==> src/rtl/core_sequencer.sv <==
// core_sequencer
// Multi-cycle control FSM for the non-pipelined RV32I core. Each instruction
// walks FETCH -> DECODE -> EXEC -> (MEM) -> WB. The block owns the PC and the
// instruction register. It drives the imem/dmem request handshakes and the
// regfile write strobe, and it picks the next PC.
//
// Handshake: a request (imem_req / dmem_req) stays high with stable address
// until the matching ready is sampled high on a rising edge. That edge
// completes the transfer. The request may then drop or start a new transfer.
//
// Ports
//   clk           core clock, rising edge
//   reset         asynchronous, active-low reset
//   imem_req      fetch request (high in FETCH)
//   imem_addr     fetch address, equals pc
//   imem_ready    fetch data valid this cycle
//   imem_rdata    fetched instruction word
//   instr         instruction register
//   pc            current instruction address
//   target_addr   jump/branch target, sampled in WB
//   branch_taken  branch condition, sampled in WB
//   dmem_req      data request (high in MEM)
//   dmem_we       1 = store, 0 = load, valid with dmem_req
//   dmem_ready    data access complete this cycle
//   rf_we         register-file write strobe
//   retired       one-cycle pulse per completed instruction
//   fault         sticky error flag (FAULT state)
//   state         FSM state for debug
module core_sequencer #(
  parameter logic [31:0] RESET_PC    = 32'h0000_0000,
  parameter int          MEM_TIMEOUT = 8
) (
  input  logic        clk,
  input  logic        reset,
  output logic        imem_req,
  output logic [31:0] imem_addr,
  input  logic        imem_ready,
  input  logic [31:0] imem_rdata,
  output logic [31:0] instr,
  output logic [31:0] pc,
  input  logic [31:0] target_addr,
  input  logic        branch_taken,
  output logic        dmem_req,
  output logic        dmem_we,
  input  logic        dmem_ready,
  output logic        rf_we,
  output logic        retired,
  output logic        fault,
  output logic [2:0]  state
);

  typedef enum logic [2:0] {
    ST_FETCH  = 3'd0,
    ST_DECODE = 3'd1,
    ST_EXEC   = 3'd2,
    ST_MEM    = 3'd3,
    ST_WB     = 3'd4,
    ST_FAULT  = 3'd5
  } state_t;

  localparam logic [31:0] NOP       = 32'h0000_0013;
  localparam logic [31:0] TMO_LIMIT = 32'(MEM_TIMEOUT);

  state_t      st;
  logic [31:0] tmo_cnt;

  // Instruction class decode. instr is stable from DECODE through WB,
  // so these signals are decoded from the register rather than stored.
  logic [4:0] opcode;
  logic is_r, is_i, is_s, is_b, is_u, is_j;
  logic is_load, is_jalr, legal;

  assign opcode = instr[6:2];

  always_comb begin
    is_r = 1'b0;
    is_i = 1'b0;
    is_s = 1'b0;
    is_b = 1'b0;
    is_u = 1'b0;
    is_j = 1'b0;
    case (opcode)
      5'b01011, 5'b01100, 5'b01110, 5'b10100:          is_r = 1'b1;
      5'b00000, 5'b00001, 5'b00100, 5'b00110, 5'b11001: is_i = 1'b1;
      5'b01000, 5'b01001:                               is_s = 1'b1;
      5'b11000:                                         is_b = 1'b1;
      5'b00101, 5'b01101:                               is_u = 1'b1;
      5'b11011:                                         is_j = 1'b1;
      default: ;
    endcase
  end

  assign is_load = (opcode == 5'b00000);
  assign is_jalr = (opcode == 5'b11001);
  assign legal   = (instr[1:0] == 2'b11) && (is_r | is_i | is_s | is_b | is_u | is_j);

  logic        redirect;
  logic        wb_misaligned;
  logic [31:0] pc_plus4;
  logic        timeout_hit;

  assign redirect      = is_j | is_jalr | (is_b & branch_taken);
  assign wb_misaligned = redirect && (target_addr[1:0] != 2'b00);
  assign pc_plus4      = pc + 32'd4;
  // This is the last allowed stall cycle. A limit of 0 disables the timeout.
  assign timeout_hit   = (TMO_LIMIT != 32'd0) && ((tmo_cnt + 32'd1) == TMO_LIMIT);

  always_ff @(posedge clk or negedge reset) begin
    if (!reset) begin
      st      <= ST_FETCH;
      pc      <= RESET_PC;
      instr   <= NOP;
      tmo_cnt <= 32'd0;
    end else begin
      case (st)
        ST_FETCH: begin
          if (imem_ready) begin
            instr   <= imem_rdata;
            tmo_cnt <= 32'd0;
            st      <= ST_DECODE;
          end else if (timeout_hit) begin
            tmo_cnt <= 32'd0;
            st      <= ST_FAULT;
          end else begin
            tmo_cnt <= tmo_cnt + 32'd1;
          end
        end
        ST_DECODE: st <= legal ? ST_EXEC : ST_FAULT;
        ST_EXEC:   st <= (is_load || is_s) ? ST_MEM : ST_WB;
        ST_MEM: begin
          if (dmem_ready) begin
            tmo_cnt <= 32'd0;
            if (is_s) begin
              // A store has no writeback, so it retires here.
              pc <= pc_plus4;
              st <= ST_FETCH;
            end else begin
              st <= ST_WB;
            end
          end else if (timeout_hit) begin
            tmo_cnt <= 32'd0;
            st      <= ST_FAULT;
          end else begin
            tmo_cnt <= tmo_cnt + 32'd1;
          end
        end
        ST_WB: begin
          if (wb_misaligned) begin
            st <= ST_FAULT;
          end else begin
            pc <= redirect ? target_addr : pc_plus4;
            st <= ST_FETCH;
          end
        end
        ST_FAULT: st <= ST_FAULT;
        default:  st <= ST_FAULT;
      endcase
    end
  end

  assign imem_req  = (st == ST_FETCH);
  assign imem_addr = pc;
  assign dmem_req  = (st == ST_MEM);
  assign dmem_we   = (st == ST_MEM) && is_s;
  assign rf_we     = (st == ST_WB) && !is_b && !wb_misaligned;
  assign retired   = ((st == ST_WB) && !wb_misaligned) ||
                     ((st == ST_MEM) && is_s && dmem_ready);
  assign fault     = (st == ST_FAULT);
  assign state     = st;

endmodule

==> config.mk <==
export PLATFORM = sky130hd
export DESIGN_NAME = core_sequencer
export DESIGN_NICKNAME = d
export VERILOG_FILES = /design/src/rtl/core_sequencer.sv
export SDC_FILE = /design/constraint.sdc
export NUM_CORES = 1
export LEC_CHECK = 0
export CORE_ASPECT_RATIO = 0.7
export CORE_MARGIN = 1
export CORE_UTILIZATION = 40
export CTS_BUF_LIST = sky130_fd_sc_hd__clkbuf_16
export DETAILED_ROUTE_END_ITERATION = 10
export GPL_ROUTABILITY_DRIVEN = 0
export PLACE_DENSITY = 0.76
export SLEW_MARGIN = 20
export SYNTH_ARGS = -nofsm -noshare
export SYNTH_HDL_FRONTEND = slang
export SYNTH_SLANG_ARGS = --single-unit
export TNS_END_PERCENT = 50
==> constraint.sdc <==
create_clock -name clk -period 3.6 [get_ports clk]
set_input_delay 0.54 -clock clk [delete_from_list [all_inputs] [get_ports clk]]
set_output_delay 0.54 -clock clk [all_outputs]
set_load 0.01 [all_outputs]
==> qor.yml <==
power_and_ir_drop:
  p_leak_nw: 3.196
  p_switching_mw: 1.742
  total_power_mw: 4.768
  power_density_nw_per_um2: 590.7
  p_int_mw: 3.026
  p_sw_frac: 0.3653
  seqPwrFrac: 0.387
  clockPowerShare: 0.219
  vdd_drop_max_v: 0.0003564
  combPwrFrac: 0.394
grt:
  grt_overflow_total: 0
  antenna_found_initial: 0
  grt_pass1_wl_mm: 28.65
  globalRouteTotalUtil: 0.2299
  grt_max_degree: 100
  grt_pass1_vias: 5490
finish:
  syn2layout_area_growth_pct: 33.86
  multiInputGateArea_um2: 3075
  drive_gt1_frac: 0.1143
  antennaDiodeCount: 0
  fin_nets: 906
  seq_area_um2: 2481
  fin_cells: 1035
  fillers: 1302
critical_path:
  path_class: "flip-flop to flip-flop"
  path_max_fanout: 9
  cp.arrival_ps: 3650
  cp_slowest_stage_delay_ps: 740
  cp_common_cell: "or4_1"
  cp-start-kind: "flip-flop"
  required_ps: 3830
  path_cells: "nand3_4 > or4_1 > or3_1 > nand2_2 > o311ai_1 > or4_1 > or4_4 > o2bb2ai_1"
  crit_path_end_kind: "flip-flop"
  cp.buffers_inverters: 0
  path_delay_family: "simple AND/OR/NAND/NOR gates"
  crit_path_top_delay_cell: "or4_1"
route:
  vias: 5920
  drcViolationCount: 0
  wl_per_cell_um: 16.60
  drtIter0Drc: 563
  wl_mm: 17.18
  postRouteAntennaNets: 0
  via_per_inst: 5.720
  drtPass1Iterations: 6
timing:
  timing.hold.ws_ps: 227.6
  hold_viol_final: 0
  worst_pin_slew_ps: 829.7
  slew_headroom: 0.4418
  min_period_ps: 3416
  setup_viol: 0
  rsz0062_at_grt: "false"
  fin_worst_skew_ps: 9.134
  fin_crit_sh: 0.9488
  finalMaxSlewViolations: 0
  fin_tns_setup_ps: 0
  fmax_mhz: 292.8
synthesis:
  yosys_warnings: 0
  yosys_register_bits: 99
  synth_nets: 777
  yosysUniqueCellTypes: 62
  synth_top_area_frac: 0.3983
  synth_cells: 706
  synth_edf_count: 0
  ys_async_sr_fraction: 1.000
  synth_flop_cell: "dfrtp_1"
  yosys.area.top_type: "dfrtp_1"
  synthesis.area_um2: 6031
  yosysSeqAreaShare: 0.4114
  avgSynthCellArea_um2: 8.542
  ys_top_cells_by_area: "dfrtp_1, mux2_2, a21oi_1, o21ai_0, nand2_1"
floorplan:
  die_x_um: 148.8
  fp.dieH_um: 104.7
  dieArea_um2: 15580
  core_area_um2: 14720
  std_cell_rows: 37
  ioPinCount: 174
  initial_core_util: 0.4097
min_path:
  hold_class: "input port to async pin"
cts:
  clock-sinks: 99
  clockRootBuffer: "clkbuf_16"
  cts_max_level: 3
  path_clk_slew_ps: 70
  clk_latency_ps: 350
  clk_path_buf_depth: 2
  numCtsBuffers: 9
  cts_tree: "yes"
outcome:
  status: "completed"
placement:
  io_buffers: 173
  dp_cells: 1019
  hpwl_mm: 12.26
flow_run:
  maxCapViolations: 0
-- sequential cells by signal, indices dropped and copies added (netlist names) --
name       count
instr         32
state          3
imem_addr     32
tmo_cnt       32
-- cell type report --
class                   count  area share
inverters                  14    0.006510
repair buffers            194      0.2353
clock inverters             7     0.01178
clock buffers               9     0.02790
well taps                 195     0.03022
flip-flops and latches     99      0.3073
multi-input cells         517      0.3810
-- final timing paths --
check                                 from             to  slack, ps  depth (start not counted)
worst min-delay path                 reset  imem_addr[28]        230                          2
max in group asynchronous            reset       instr[0]       2930                          2
worst min register to register   instr[21]      instr[21]        510                          1
worst max register to register  tmo_cnt[8]       state[1]        180                          8
worst max-delay path            tmo_cnt[8]       state[1]        180                          8
min in group clk                 instr[21]      instr[21]        510                          1
-- cells in the mapped netlist, types with 3 or more instances --
cell and count:
o21ai_0 67, a21oi_1 67, nand4_1 14, nor4_1 19, buf_4 32, nand2_1 75, o31a_1 3, mux2_2 32
xor2_1 4, and4_1 6, clkbuf_1 34, nand2b_1 4, dfstp_2 3, nand3_1 37, nor2b_1 3, and3_1 8
nor3_1 16, or3_1 9, dfrtp_1 96, a31oi_1 10, buf_2 7, nand3b_1 3, xnor2_1 8, o22ai_1 11
or4_1 4, o41ai_1 7, or2_2 7, o31ai_1 9, mux2i_1 6, inv_1 13, nor2_1 49, and2_1 5
-- cell families after synthesis --
kind of cell,count (synthesis),synth area share
and+or+nand+nor,265,0.2205
AOI/OAI and AO/OA,200,0.1965
DFF,99,0.4114
buffers and inverters,90,0.08029
muxes,38,0.06971
xor gates and xnor gates,12,0.01743
adders and majority gates,2,0.004149
-- layout by cell type, fill, tap and decap left out, types with 4 or more instances in the layout --
| cell | n |
|---|---|
| o31ai_1 | 9 |
| nand4_1 | 14 |
| clkdlybuf4s50_1 | 172 |
| clkbuf_16 | 9 |
| o22ai_1 | 11 |
| a21oi_1 | 67 |
| a31oi_1 | 10 |
| mux2_2 | 32 |
| or3_1 | 8 |
| nor2_1 | 49 |
| dfrtp_1 | 96 |
| o21ai_0 | 67 |
| nand2b_1 | 4 |
| and2_1 | 5 |
| or2_2 | 7 |
| nor3_1 | 15 |
| nor4_1 | 19 |
| mux2i_1 | 6 |
| and4_1 | 6 |
| xor2_1 | 4 |
| nand2_1 | 75 |
| nand3_1 | 37 |
| xnor2_1 | 8 |
| o41ai_1 | 7 |
| buf_4 | 21 |
| and3_1 | 8 |
| inv_1 | 13 |
-- layer usage --
layer	global-route usage	vias to the layer above	routed length [µm]
met2	0.3301	278	7310
li1	-	2817	-
met1	0.3409	2789	8131
met3	0.05677	36	1458
met4	0.05977	0	279
met5	0	-	0
-- stage by stage --
stage	setup WS (ps)	cell area [µm²]	utilization
final	184.3	8073	0.5484
after global routing	65.02	8073	0.5484
after CTS	167.0	8069	0.5481
after detailed placement	186.1	7749	0.5263
after global placement	219.0	7749	0.5263
after floorplan	403.3	6031	-
-- timing repair --
item	CTS	global route
endpoints found under the setup margin	0	2
endpoints found under the hold margin	0	0
resized for setup	0	1
hold buffers	0	0
buffers inserted	0	0
-- power by group through the flow --
stage          sequential, mW  clock [mW]  combinational, mW
2_1_floorplan            1.81           0               1.02
3_3_place_gp             1.84           0               1.85
3_5_place_dp             1.85           0               1.87
4_1_cts                  1.84        1.07               1.87
5_1_grt                  1.91        1.12               2.05
6_report                 1.85        1.04               1.88
Power figures use the tool's default switching activity.
